<file path="src/rtl/fht_but_pipe_pkg.sv">
// ============================================================================
// fht_but_pipe_pkg : shared Q-format constants and default widths for the FHT
// Revision 1.0
// ============================================================================
`default_nettype none

package fht_but_pipe_pkg;

  localparam int D_BIT_DEF   = 17;
  localparam int W_BIT_DEF   = 12;
  localparam int TAG_BIT_DEF = 8;

  // Twiddles carry two integer bits (sign plus the unity bit).
  localparam int Q_FRAC   = W_BIT_DEF - 2;
  localparam int TW_UNITY = 1 << Q_FRAC;

  function automatic int q_frac(input int w_bit);
    return w_bit - 2;
  endfunction

endpackage

`default_nettype wire

</file>
<file path="src/rtl/fht_round_sat.sv">
// ============================================================================
// fht_round_sat : arithmetic shift, round half away from zero, saturate
// Revision 1.0
// ============================================================================
`default_nettype none

module fht_round_sat #(
  parameter int IN_BIT  = 30,
  parameter int SHIFT   = 10,
  parameter int OUT_BIT = 17
) (
  input  logic signed [IN_BIT-1:0]  din,
  output logic signed [OUT_BIT-1:0] dout,
  output logic                      sat
);

  localparam int EW = IN_BIT + 1;
  localparam logic signed [EW-1:0] MAXV = {{(EW-OUT_BIT+1){1'b0}}, {(OUT_BIT-1){1'b1}}};
  localparam logic signed [EW-1:0] MINV = {{(EW-OUT_BIT+1){1'b1}}, {(OUT_BIT-1){1'b0}}};

  logic signed [EW-1:0] ext;
  logic signed [EW-1:0] rnd;

  assign ext = $signed({din[IN_BIT-1], din});

  generate
    if (SHIFT == 0) begin : g_pass
      assign rnd = ext;
    end else begin : g_round
      localparam logic signed [EW-1:0] HALF = EW'(1) << (SHIFT - 1);
      logic signed [EW-1:0] bias;
      logic signed [EW-1:0] biased;
      // Negative values take half-1 so that ties round away from zero.
      assign bias   = din[IN_BIT-1] ? (HALF - EW'(1)) : HALF;
      assign biased = ext + bias;
      assign rnd    = biased >>> SHIFT;
    end
  endgenerate

  always_comb begin
    dout = rnd[OUT_BIT-1:0];
    sat  = 1'b0;
    if (rnd > MAXV) begin
      dout = MAXV[OUT_BIT-1:0];
      sat  = 1'b1;
    end else if (rnd < MINV) begin
      dout = MINV[OUT_BIT-1:0];
      sat  = 1'b1;
    end
  end

endmodule

`default_nettype wire

</file>
<file path="src/rtl/fht_but_pipe.sv">
// ============================================================================
// fht_but_pipe : two-stage radix-2 Hartley butterfly with stall, bypass,
//                scaling, saturation and sticky overflow
// Revision 1.0
// ============================================================================
`default_nettype none

module fht_but_pipe
  import fht_but_pipe_pkg::*;
#(
  parameter int D_BIT   = D_BIT_DEF,
  parameter int W_BIT   = W_BIT_DEF,
  parameter int TAG_BIT = TAG_BIT_DEF
) (
  input  logic                      iCLK,
  input  logic                      iRESET,
  input  logic                      iEN,
  input  logic                      iVALID,
  input  logic                      iBYPASS,
  input  logic                      iSCALE,
  input  logic                      iCLR_OVF,
  input  logic [TAG_BIT-1:0]        iTAG,
  input  logic signed [D_BIT-1:0]   iX_0,
  input  logic signed [D_BIT-1:0]   iX_1,
  input  logic signed [D_BIT-1:0]   iX_2,
  input  logic signed [W_BIT-1:0]   iSIN,
  input  logic signed [W_BIT-1:0]   iCOS,
  output logic signed [D_BIT-1:0]   oY_0,
  output logic signed [D_BIT-1:0]   oY_1,
  output logic                      oVALID,
  output logic [TAG_BIT-1:0]        oTAG,
  output logic                      oOVF
);

  localparam int PW = D_BIT + W_BIT + 1;
  localparam int QF = q_frac(W_BIT);

  logic signed [D_BIT-1:0]   x0_q, x0_d, r_q, r_d, y0_q, y0_d, y1_q, y1_d;
  logic                      scale_q, scale_d, v1_q, v1_d, v2_q, v2_d, ovf_q, ovf_d;
  logic [TAG_BIT-1:0]        tag1_q, tag1_d, tag2_q, tag2_d;

  logic signed [PW-1:0]      x1_e, x2_e, cos_e, sin_e, prod;
  logic signed [D_BIT-1:0]   prod_r, sum_r, dif_r;
  logic                      prod_sat, sum_sat, dif_sat, s1_sat;
  logic signed [D_BIT:0]     sum, dif;
  logic signed [D_BIT+1:0]   sum_in, dif_in;

  assign x1_e  = $signed({{(PW-D_BIT){iX_1[D_BIT-1]}}, iX_1});
  assign x2_e  = $signed({{(PW-D_BIT){iX_2[D_BIT-1]}}, iX_2});
  assign cos_e = $signed({{(PW-W_BIT){iCOS[W_BIT-1]}}, iCOS});
  assign sin_e = $signed({{(PW-W_BIT){iSIN[W_BIT-1]}}, iSIN});
  assign prod  = x1_e * cos_e + x2_e * sin_e;

  fht_round_sat #(.IN_BIT(PW), .SHIFT(QF), .OUT_BIT(D_BIT)) u_prod (
    .din(prod), .dout(prod_r), .sat(prod_sat)
  );

  assign s1_sat = prod_sat & ~iBYPASS;

  assign sum = $signed({x0_q[D_BIT-1], x0_q}) + $signed({r_q[D_BIT-1], r_q});
  assign dif = $signed({x0_q[D_BIT-1], x0_q}) - $signed({r_q[D_BIT-1], r_q});

  // Full scale is fed pre-doubled so the shared shift-by-one yields it exactly.
  assign sum_in = scale_q ? $signed({sum[D_BIT], sum}) : $signed({sum, 1'b0});
  assign dif_in = scale_q ? $signed({dif[D_BIT], dif}) : $signed({dif, 1'b0});

  fht_round_sat #(.IN_BIT(D_BIT+2), .SHIFT(1), .OUT_BIT(D_BIT)) u_sum (
    .din(sum_in), .dout(sum_r), .sat(sum_sat)
  );

  fht_round_sat #(.IN_BIT(D_BIT+2), .SHIFT(1), .OUT_BIT(D_BIT)) u_dif (
    .din(dif_in), .dout(dif_r), .sat(dif_sat)
  );

  always_comb begin
    x0_d    = x0_q;
    r_d     = r_q;
    scale_d = scale_q;
    tag1_d  = tag1_q;
    v1_d    = v1_q;
    y0_d    = y0_q;
    y1_d    = y1_q;
    tag2_d  = tag2_q;
    v2_d    = v2_q;
    ovf_d   = ovf_q;
    if (iEN) begin
      x0_d    = iX_0;
      r_d     = iBYPASS ? iX_1 : prod_r;
      scale_d = iSCALE;
      tag1_d  = iTAG;
      v1_d    = iVALID;
      y0_d    = sum_r;
      y1_d    = dif_r;
      tag2_d  = tag1_q;
      v2_d    = v1_q;
    end
    if (iCLR_OVF) begin
      ovf_d = 1'b0;
    end
    if (iEN && ((iVALID && s1_sat) || (v1_q && (sum_sat || dif_sat)))) begin
      ovf_d = 1'b1;
    end
  end

  always_ff @(posedge iCLK or negedge iRESET) begin
    if (!iRESET) begin
      x0_q    <= '0;
      r_q     <= '0;
      scale_q <= 1'b0;
      tag1_q  <= '0;
      v1_q    <= 1'b0;
      y0_q    <= '0;
      y1_q    <= '0;
      tag2_q  <= '0;
      v2_q    <= 1'b0;
      ovf_q   <= 1'b0;
    end else begin
      x0_q    <= x0_d;
      r_q     <= r_d;
      scale_q <= scale_d;
      tag1_q  <= tag1_d;
      v1_q    <= v1_d;
      y0_q    <= y0_d;
      y1_q    <= y1_d;
      tag2_q  <= tag2_d;
      v2_q    <= v2_d;
      ovf_q   <= ovf_d;
    end
  end

  assign oY_0   = y0_q;
  assign oY_1   = y1_q;
  assign oTAG   = tag2_q;
  assign oVALID = v2_q;
  assign oOVF   = ovf_q;

endmodule

`default_nettype wire

</file>
<file path="config.mk">
export PLATFORM = sky130hd
export DESIGN_NAME = fht_but_pipe
export DESIGN_NICKNAME = d
export VERILOG_FILES = /design/src/rtl/fht_but_pipe_pkg.sv /design/src/rtl/fht_round_sat.sv /design/src/rtl/fht_but_pipe.sv
export SDC_FILE = /design/constraint.sdc
export NUM_CORES = 1
export LEC_CHECK = 0
export CELL_PAD_IN_SITES_DETAIL_PLACEMENT = 0
export CELL_PAD_IN_SITES_GLOBAL_PLACEMENT = 1
export CORE_MARGIN = 2
export CORE_UTILIZATION = 44
export CTS_BUF_LIST = sky130_fd_sc_hd__clkbuf_4
export CTS_CLUSTER_DIAMETER = 30
export DETAILED_ROUTE_END_ITERATION = 10
export PLACE_DENSITY_LB_ADDON = 0.1
export RECOVER_POWER = 25
export SYNTH_ARGS = -nofsm -noshare
export SYNTH_HDL_FRONTEND = slang
export SYNTH_SLANG_ARGS = --single-unit
</file>
<file path="constraint.sdc">
create_clock -name iCLK -period 4.28 [get_ports iCLK]
set_input_delay 0.428 -clock iCLK [delete_from_list [all_inputs] [get_ports iCLK]]
set_output_delay 0.428 -clock iCLK [all_outputs]
set_load 0.01 [all_outputs]
</file>
After elaboration in Yosys (flattened, before gate mapping)
Index checks and enable logic that the tools add are counted.
{"block": "totals", "regBits": 88, "latch_bits": 0, "mem_bits_rw": 0, "rom_bits": 0, "wordCells": 52, "memories": 0}
{"block": "op_classes", "add_sub_neg": 6, "mul": 2, "div": 0, "order_cmp": 6, "n_eq_ne": 0, "n_shift": 0, "n_mux": 20, "bitwise_logic": 2, "n_reduce_logical": 6}
{"op": "17-bit two-way mux", "n": 7}
{"op": "17-bit by 12-bit multiplier with 29-bit output", "n": 2}
{"op": "19-bit by 2-bit adder with 20-bit output", "n": 2}
{"op": "19-bit by 17-bit > comparator with 1-bit output (second input constant)", "n": 2}
{"op": "19-bit by 17-bit less-than comparator with 1-bit output (second input constant)", "n": 2}
{"op": "18-bit two-way mux", "n": 2}
{"op": "30-bit by 11-bit adder with 31-bit output", "n": 1}
{"op": "29-bit by 29-bit adder with 30-bit output", "n": 1}
{"op": "21-bit by 17-bit > comparator with 1-bit output (second input constant)", "n": 1}
{"op": "21-bit by 17-bit less-than comparator with 1-bit output (second input constant)", "n": 1}
{"op": "17-bit by 17-bit adder with 18-bit output", "n": 1}
{"op": "17-bit by 17-bit subtractor with 18-bit output", "n": 1}
{"op": "1-bit two-way mux", "n": 10}
{"op": "10-bit two-way mux", "n": 1}
{"op": "1-bit logical AND", "n": 3}
{"op": "1-bit logical OR", "n": 2}
{"op": "2-bit nonzero test", "n": 1}
{"op": "1-bit AND", "n": 1}
{"op": "1-bit inverter", "n": 1}

Longest topological paths before layout
Gate-level depths: netlist of run 1.
{"block": "depth", "ltp_word": 12, "depth_mapped": 35, "ltp_nobuf": 32}

Hierarchy
Synthesis of run 1 repeated with hierarchy kept, for this count alone.
{"block": "unflattened", "hier_cells": 2543, "hier_area_um2": 23002.1}
{"mod": "fht_but_pipe", "instances": 1, "cells_each": 2162, "area_per_inst_um2": 20588.5, "seq_area_each_um2": 2202.1}
{"mod": "fht_round_sat (u_dif ...)", "instances": 2, "cells_each": 116, "area_per_inst_um2": 734.5, "seq_area_each_um2": 0.0}
{"mod": "fht_round_sat (u_prod)", "instances": 1, "cells_each": 149, "area_per_inst_um2": 944.7, "seq_area_each_um2": 0.0}

Least setup slack after synthesis of run 1
No wires, ideal clock.
{"block": "synth_path", "path_type": "input to register", "startpoint": "input port iCOS[5]", "endpoint": "register r_q[13]", "setup_ps": 132, "t_arrival_ps": 8733, "required_ps": 4148, "setup_slack_ps": -4585, "cell_stages": 33, "path_cell_list": "clkbuf_1 > clkbuf_1 > nand2_1 > fa_1 > inv_1 > fa_1 > inv_1 > fa_1 > fa_1 > inv_1 > fa_1 > fa_1 > inv_1 > fa_1 > inv_1 > ha_1 > buf_2 > a211oi_1 > o21ai_0 > o21a_1 > a311o_1 > o22ai_1 > xor2_1 > ha_1 > nor3b_1 > a32oi_1 > or4_1 > nand3_1 > buf_2 > nand3b_1 > xor2_1 > a211oi_1 > o22ai_1"}
{"block": "synth_between", "elab_chain_cells": 8, "elab_cells_between_ends": 9}
{"item": "from (decl)", "line_no": "fht_but_pipe.sv:27", "text": "input logic signed [W_BIT-1:0] iCOS,"}
{"item": "17-bit by 12-bit multiplier with 29-bit output *", "line_no": "fht_but_pipe.sv:52", "text": "assign prod = x1_e * cos_e + x2_e * sin_e;"}
{"item": "29-bit by 29-bit adder with 30-bit output *", "line_no": "fht_but_pipe.sv:52"}
{"item": "10-bit two-way mux", "line_no": "fht_round_sat.sv:34", "text": "assign bias = din[IN_BIT-1] ? (HALF - EW'(1)) : HALF;"}
{"item": "30-bit by 11-bit adder with 31-bit output *", "line_no": "fht_round_sat.sv:35", "text": "assign biased = ext + bias;"}
{"item": "21-bit by 17-bit less-than comparator with 1-bit output", "line_no": "fht_round_sat.sv:46", "text": "end else if (rnd < MINV) begin"}
{"item": "17-bit two-way mux", "line_no": "fht_round_sat.sv:46"}
{"item": "17-bit two-way mux *", "line_no": "fht_round_sat.sv:43", "text": "if (rnd > MAXV) begin"}
{"item": "17-bit two-way mux *", "line_no": "fht_but_pipe.sv:88", "text": "r_d = iBYPASS ? iX_1 : prod_r;"}
{"item": "to (signal assigned)", "line_no": "fht_but_pipe.sv:119", "text": "r_q <= r_d;"}
{"item": "to (decl)", "line_no": "fht_but_pipe.sv:38", "text": "logic signed [D_BIT-1:0] x0_q, x0_d, r_q, r_d, y0_q, y0_d, y1_q, y1_d;"}
Mark *: on every way between the ends. The rest lies on a longest branch, timed or not.
A chain may end at the register's enable or synchronous reset.

Final worst setup path of run 1
{"block": "layout_path", "startpoint": "input port iCOS[5]", "endpoint": "register r_q[6]"}
The elaborated chain is that of the path after synthesis.

==> summary by stage, run 1 <==
Timing
The final hold violation count is 0. The number of failing setup endpoints in the final timing report is 18. The total negative slack is -62.60 ns.

The number of max-slew violations in the final report is 49. Of the available clock period, the critical path in the final layout requires 1.826. The setup slack of the critical path after layout is -3.537 ns.

The worst pin sits at a relative slew slack of -0.8779. Static timing analysis puts the maximum clock frequency at 0.1279 GHz. The maximum clock skew at final layout is 0.01600 ns.

The worst path in the final design needs a cycle of 7.817 ns, including I/O delays and setup. At the pin with the least slew margin, the transition time is 2.817 ns. Setup repair after global routing could not meet its margin everywhere.

Critical path
STA classifies the critical path startpoint as an input port. The number of cells traversed by the worst register-to-register path is 17. For flop-to-flop paths, the worst setup slack is 0.05 ns. The setup path with the least slack is of type in2reg. The critical path's slowest cell is fa_2. The worst reg2reg path startpoint is x0_q[7]. The launching instance or port of the critical path is iCOS[5]. The worst register-to-register path ends at oOVF.

Along the worst path, the maximum fanout reaches 7. The last element of the critical path is r_q[6]. Data arrives at the worst endpoint at 8.24 ns.

The worst setup path is captured at a flip-flop. The required time of the critical path is 4.70 ns. In this design, the critical path's most frequently occurring cell is fa_1. The delay of the slowest critical-path stage is 0.55 ns.

Final layout
The count of filler cells inserted in the layout is 4493. Measured on the finished design, the core utilization comes to 0.5978. The count of nets after finishing is 3763. The layout cell share with drive strength beyond 1 is 0.2793. Compared with the post-synthesis result, the final layout area differs by 34.87%.

Route
In the final routed layout, each cell accounts on average for 19.35 um. The number of routed nets with antenna violations is 0. The number of vias after detailed routing is 19850. In the routed design, unresolved DRC markers number 0.

Wires add up to 73.32 mm. The pre-antenna-repair detailed-routing pass consisted of 5 iterations. The starting DRC count in detailed routing is 1113. Dividing the detail-routed via count by the number of cells gives 5.240.

Synthesis
Averaged over all synthesized cells, the footprint is 8.879 um^2. By count the netlist is led by 493 x inv_1, 435 x fa_1, 291 x nand2_1, 178 x and2_1, 135 x ha_1. The number of storage elements in the synthesis netlist is 88. Of all flip-flops after synthesis, the portion carrying an async set or reset was 1.000. In the post-synthesis netlist, the biggest area contributors are fa_1 38%, dfrtp_1 9.7%, inv_1 8.2%. The count of unique library cells instantiated by Yosys is 100. The cell taking the most area after synthesis is fa_1.

The area fraction of the dominant cell type after synthesis is 0.3837. The most used flip-flop cell after synthesis is dfrtp_1. The most common cell in the netlist is inv_1. Synthesis produced a netlist with a net count of 3216. The synthesized instance count is 2556. The post-synthesis cell area is 22690 um^2. The number of enable-type register cells in the synthesized netlist is 0. The share of the Yosys chip area taken by registers is 0.09703. During synthesis, Yosys emitted a total of 0 warnings.

Worst hold path
The class of the most critical hold timing path is in2reg.

Flow run
Across the run, the number of max-cap violations was 1.

Clock network
The post-CTS clock slew at the launch and capture registers of the worst setup and hold paths is 0.16 ns. The TritonCTS clock tree is yes. In this run, CTS created clock tree buffers numbering 9.

At the later pin of the worst-skew pair, clock insertion delay measures 0.53 ns. Counting every sink on the clock net gives 88. In this run the deepest clock path goes through 2 buffers. The maximum level of the CTS H-tree is 3.

The clock tree root driver cell is clkbuf_4.

Floorplan
The die is 231.1 um tall. The I/O pin total is 134. The number of cell rows is 83. The floorplan step defined a die boundary enclosing 53410 um^2. For this configuration, the core starts out at a cell density of 0.4433. The placeable core area is 51200 um^2. In this run the horizontal extent of the chip is 231.1 um.

GRT
The first global-routing pass estimated 117.4 mm of wire. Across every metal layer, demand over resource in global routing totals 0.2842. The number of global-route vias before repair is 21300. The global route total overflow is 0. The number of antenna violations at the first check in global routing is 1. The pin count of the biggest net entering global routing is 60.

Placed design
Before CTS, the worst setup slack after placement is -4.827 ns. The count of buffers inserted at the top-level ports is 133. The global placement routability congestion is 0.9037. The final HPWL from detailed placement is 56.64 mm.

Run status
The flow ran to the end, but the final reports show violations. The checks that failed: capacitance limit, slew limit, setup timing.
==> area by class of cell <==
type | count | area, um^2 | share of cell area
multi-input cells | 1860 | 19100 | 0.6241
repair buffers | 650 | 6454 | 0.2109
flip-flops and latches | 88 | 2203 | 0.07199
inverters | 494 | 1873 | 0.06120
well taps | 680 | 850.8 | 0.02780
clock buffers | 9 | 67.56 | 0.002208
clock inverters | 7 | 55.05 | 0.001799
diodes | 1 | 2.502 | 0.00008176
==> worst min-delay path by stage <==
stage	start	endpoint	slack, ns	cells after the start
2_1_floorplan	iRESET	oOVF	0.13	0
3_3_place_gp	tag1_q[5]	oTAG[5]	0.48	1
3_5_place_dp	tag1_q[3]	tag1_q[3]	0.49	1
4_1_cts	iEN	x0_q[0]	0.36	3
5_1_grt	iEN	x0_q[0]	0.40	3
6_report	iEN	x0_q[0]	0.42	3
==> logic make-up (layout without fill, tap and decap cells) <==
| group | count (synthesis) | in the layout | share of synthesized area |
|---|---|---|---|
| compound gates | 357 | 358 | 0.1087 |
| xor+xnor | 95 | 95 | 0.03666 |
| fa+ha+maj | 570 | 570 | 0.4582 |
| buf+inv | 609 | 1160 | 0.1024 |
| flops | 88 | 88 | 0.09703 |
| mux | 44 | 44 | 0.02139 |
| other cells | 0 | 1 | 0 |
| simple gates | 793 | 793 | 0.1757 |
==> metrics by stage <==
step | hold slack (ns) | area (um^2) | std cells
after global routing | 0.4029 | 30610 | 3789
after global placement | 0.4832 | 28030 | 3632
after CTS | 0.3639 | 30100 | 3765
final | 0.4162 | 30610 | 3789
after detailed placement | 0.4905 | 28030 | 3632
after floorplan | 0.1324 | 23290 | 2556
==> layout by cell type (no fill, tap or decap), types with 17 or more instances in the layout <==
| master | n |
|---|---|
| nand2_1 | 274 |
| buf_6 | 52 |
| fa_2 | 29 |
| clkbuf_4 | 17 |
| a21oi_2 | 19 |
| and2_4 | 39 |
| inv_1 | 455 |
| ha_1 | 115 |
| buf_12 | 46 |
| nand2b_1 | 25 |
| buf_4 | 403 |
| and2_1 | 139 |
| inv_2 | 33 |
| dfrtp_1 | 87 |
| nor2_1 | 112 |
| clkdlybuf4s50_1 | 73 |
| a21oi_1 | 92 |
| xnor2_1 | 58 |
| nand3_1 | 24 |
| o21ai_0 | 49 |
| mux2_2 | 36 |
| fa_1 | 406 |
| nor3_1 | 23 |
| xor2_1 | 33 |
| o211ai_1 | 19 |
==> sequential cells by signal, indices dropped and copies added, names as in the netlist <==
register	flops
scale_q	1
tag1_q	8
r_q	17
oOVF	1
oVALID	1
oTAG	8
oY_1	17
x0_q	17
v1_q	1
oY_0	17
==> metal layers <==
metal,up-vias,GRT usage,share of wire
met5,-,0,0
met4,0,0.06915,0.027
met3,92,0.04208,0.062
met2,538,0.4661,0.47
met1,10090,0.3968,0.44
li1,9136,-,-
==> worst max-delay path: cells and delay by family <==
family / cells / cell delay, ns
compound gates: 10 / 1.92
xor+xnor: 1 / 0.26
fa+ha+maj: 9 / 4.02
buf+inv: 8 / 0.85
simple gates: 5 / 0.74
==> timing repair <==
item,4_1_cts,5_1_grt
pin swaps,139,145
hold buffers,1,0
gates resized for setup,317,177
endpoints found under the hold margin,47,0
cloned,28,4
buffers inserted,88,25
setup endpoints to repair,24,50
Power of run 1 is not shown: default switching activity piles up to over one toggle a cycle in this logic, so the estimate is an artifact.
==> run 2, diff against run 1 <==
CAP_MARGIN = 20   (was unset)
CORE_UTILIZATION = 40   (was 44)
==> summary by stage, run 2 (synthesis results as in run 1) <==
Run status
The flow ran to the end, but the final reports show violations. The checks that failed: setup timing.

GRT
Global routing finished with a remaining overflow of 0. The number of antenna violations at the first check in global routing is 1. The global routing met2 resource utilization is 0.4351. The most used routing layer in global routing is met2. For this run, the total global-route usage over all layers was measured as 0.2561. The pin count of the biggest net entering global routing is 78.

The number of global-route vias before repair was 21210. The routing usage on met3 is 0.02415. The first global-routing pass estimated 117.5 mm of wire.

For met1 alone, demand over resource in global routing was 0.3552.

Route
Summed over all layers, the routed wires come to 73.47 mm. The number of vias per cell after detailed routing is 5.083. The number of routed nets with antenna violations is 0. The detailed-router iteration count before antenna repair is 6. Dividing the detail-routed wire length by the instance count gives 18.99 um. For this run, design rule violations remaining after detail routing come to 0. Summing over every cut layer, the via total after detailed routing is 19660. For this block, the initial DRC count from the detailed router was 1014.

Floorplan
The effective utilization at floorplan is 0.4033. The total area inside the core boundary comes to 56280 um^2. In this run the count of I/O pins placed on the die edge is 134. The number of cell rows is 87. Measured along the y axis, the die boundary spans 242.2 um.

The die is 242.2 um wide. The overall die area is 58660 um^2.

Clock network
The maximum level of the CTS H-tree is 3. The clock tree root driver cell is clkbuf_4. For the worst-skew pair, the clock arrives at the later sink with an insertion delay of 0.53 ns. The total clock buffers created by CTS is 9. The TritonCTS clock tree is yes. The buffer depth of the longest clock path is 2.

After clock tree synthesis, the clock-pin slew on the worst setup and hold paths is 0.16 ns. CTS saw 88 sinks.

Critical path
At the worst endpoint, the arrival time is 8.27 ns. The critical path contains buffers and inverters numbering 10 combined. The startpoint type of the worst setup path is an input port. The top fanout value on the critical path is 6. The worst register-to-register path has a setup slack of -0.04 ns.

On the worst path, the slowest cell contributes a delay of 0.61 ns. The worst setup path is captured at a flip-flop. The slowest stage of the critical path belongs to the cell fa_2. In this run the worst setup path begins at iSIN[0]. The most prevalent standard cell on the critical path is fa_1. The kind of cell with the highest combined delay on the critical path is adder cells.

STA puts the critical path data required time at 4.68 ns. Measured in cells, the most critical reg-to-reg path has a length of 17. In this run the critical register-to-register path is launched from x0_q[7]. The capture point of the worst reg-to-reg path is oOVF. The critical path class is in2reg.

Placed design
The final HPWL from detailed placement is 58.21 mm. Input and output buffers added on the ports amount to 133. The worst slack at placement is -4.825 ns. After detailed placement, the total cell area comes to 28320 um^2. Routability-driven placement finished with a final weighted congestion of 0.9001.

Worst hold path
The class of the most critical hold timing path is in2reg. For hold timing, the worst endpoint is oY_1[3]. The number of instances on the worst hold path is 2. The startpoint identified for the worst hold timing path is iEN.

Timing
The number of failing setup endpoints in the final timing report is 18. The relative slew slack is 0.3282. Across all setup checks in the final design, the least slack found is -3.589 ns.

The number of max-slew violations in the final report is 0. The maximum clock skew at final layout is 0.02888 ns. In the finished design, the share of the clock period the worst path needs comes to 1.839. The final hold violation count is 0.

Derived from the worst setup path, the maximum achievable clock frequency is 0.1271 GHz. The routed design could run at a clock period as short as 7.869 ns. Setup repair after global routing could not meet its margin everywhere. At the pin with the least slew margin, the transition time is 1.008 ns. For the final routed database, the setup TNS stands at -63.10 ns.

Final layout
The relative area change from synthesis to final layout is 35.11%. The net count of the finished layout is 3765. The commonest non-fill, non-tap cell in the layout is inv_1. The layout cell share with drive strength beyond 1 is 0.2775. The post-layout utilization of the core is 0.5448. Leaving out fill and tap cells, the most frequent cells in the layout are 455 x inv_1, 405 x buf_4, 395 x fa_1, 280 x nand2_1, 141 x and2_1.

The final instance area is 30660 um^2. The count of filler cells inserted in the layout is 5229.

Flow run
The tool flagged a number of max-cap violations equal to 0.
-- run 2: layer usage --
metal / wire, um / vias to the layer above
met5: 0 / -
met3: 3172 / 99
li1: - / 9133
met4: 1895 / 0
met2: 35110 / 475
met1: 33300 / 9954
-- run 2: worst register-to-register path, cell delays in order (launching register included) --
cell       delay (ns)
dfrtp_1          0.42
ha_1             0.34
a211oi_1         0.36
nor2_2           0.11
or4b_4           0.50
o21a_1           0.23
a2bb2oi_2        0.18
nor3b_2          0.17
ha_2             0.18
nand2_1          0.10
a2111oi_2        0.04
a21bo_2          0.24
buf_4            0.13
nor2_1           0.05
a32o_1           0.30
a2111oi_0        0.53
buf_4            0.24
o221ai_2         0.09
-- run 2: layout make-up --
cell class | instances | area (um^2) | area share
multi-input cells | 1860 | 19000 | 0.6198
repair buffers | 652 | 6491 | 0.2117
flip-flops and latches | 88 | 2205 | 0.07190
inverters | 494 | 1867 | 0.06088
well taps | 756 | 945.9 | 0.03085
clock inverters | 7 | 77.57 | 0.002530
clock buffers | 9 | 67.56 | 0.002204
diodes | 2 | 5.005 | 0.0001632
-- run 2: metrics by stage --
stage | hold WS [ns] | std cells
floorplan | 0.1324 | 2556
global placement | 0.4797 | 3719
detailed placement | 0.4893 | 3719
CTS | 0.2708 | 3834
global route | 0.2849 | 3867
finish | 0.3090 | 3868
-- run 2: worst max path at each step --
stage                         end  slack [ns]  depth (start not counted)
after floorplan           r_q[13]       -3.59                         33
after global placement    r_q[13]       -4.77                         30
after detailed placement  r_q[16]       -4.83                         31
after CTS                 r_q[12]       -3.64                         32
after global routing      r_q[12]       -3.79                         35
final                     r_q[11]       -3.59                         35
-- run 2: repair_timing --
item | CTS | global route
hold endpoints to repair | 55 | 0
hold buffers | 1 | 0
gates resized for setup | 247 | 187
cloned | 23 | 1
setup buffers | 75 | 34
pin swaps | 109 | 106
setup endpoints to repair | 21 | 47
Power of run 2 is left out for the same reason.
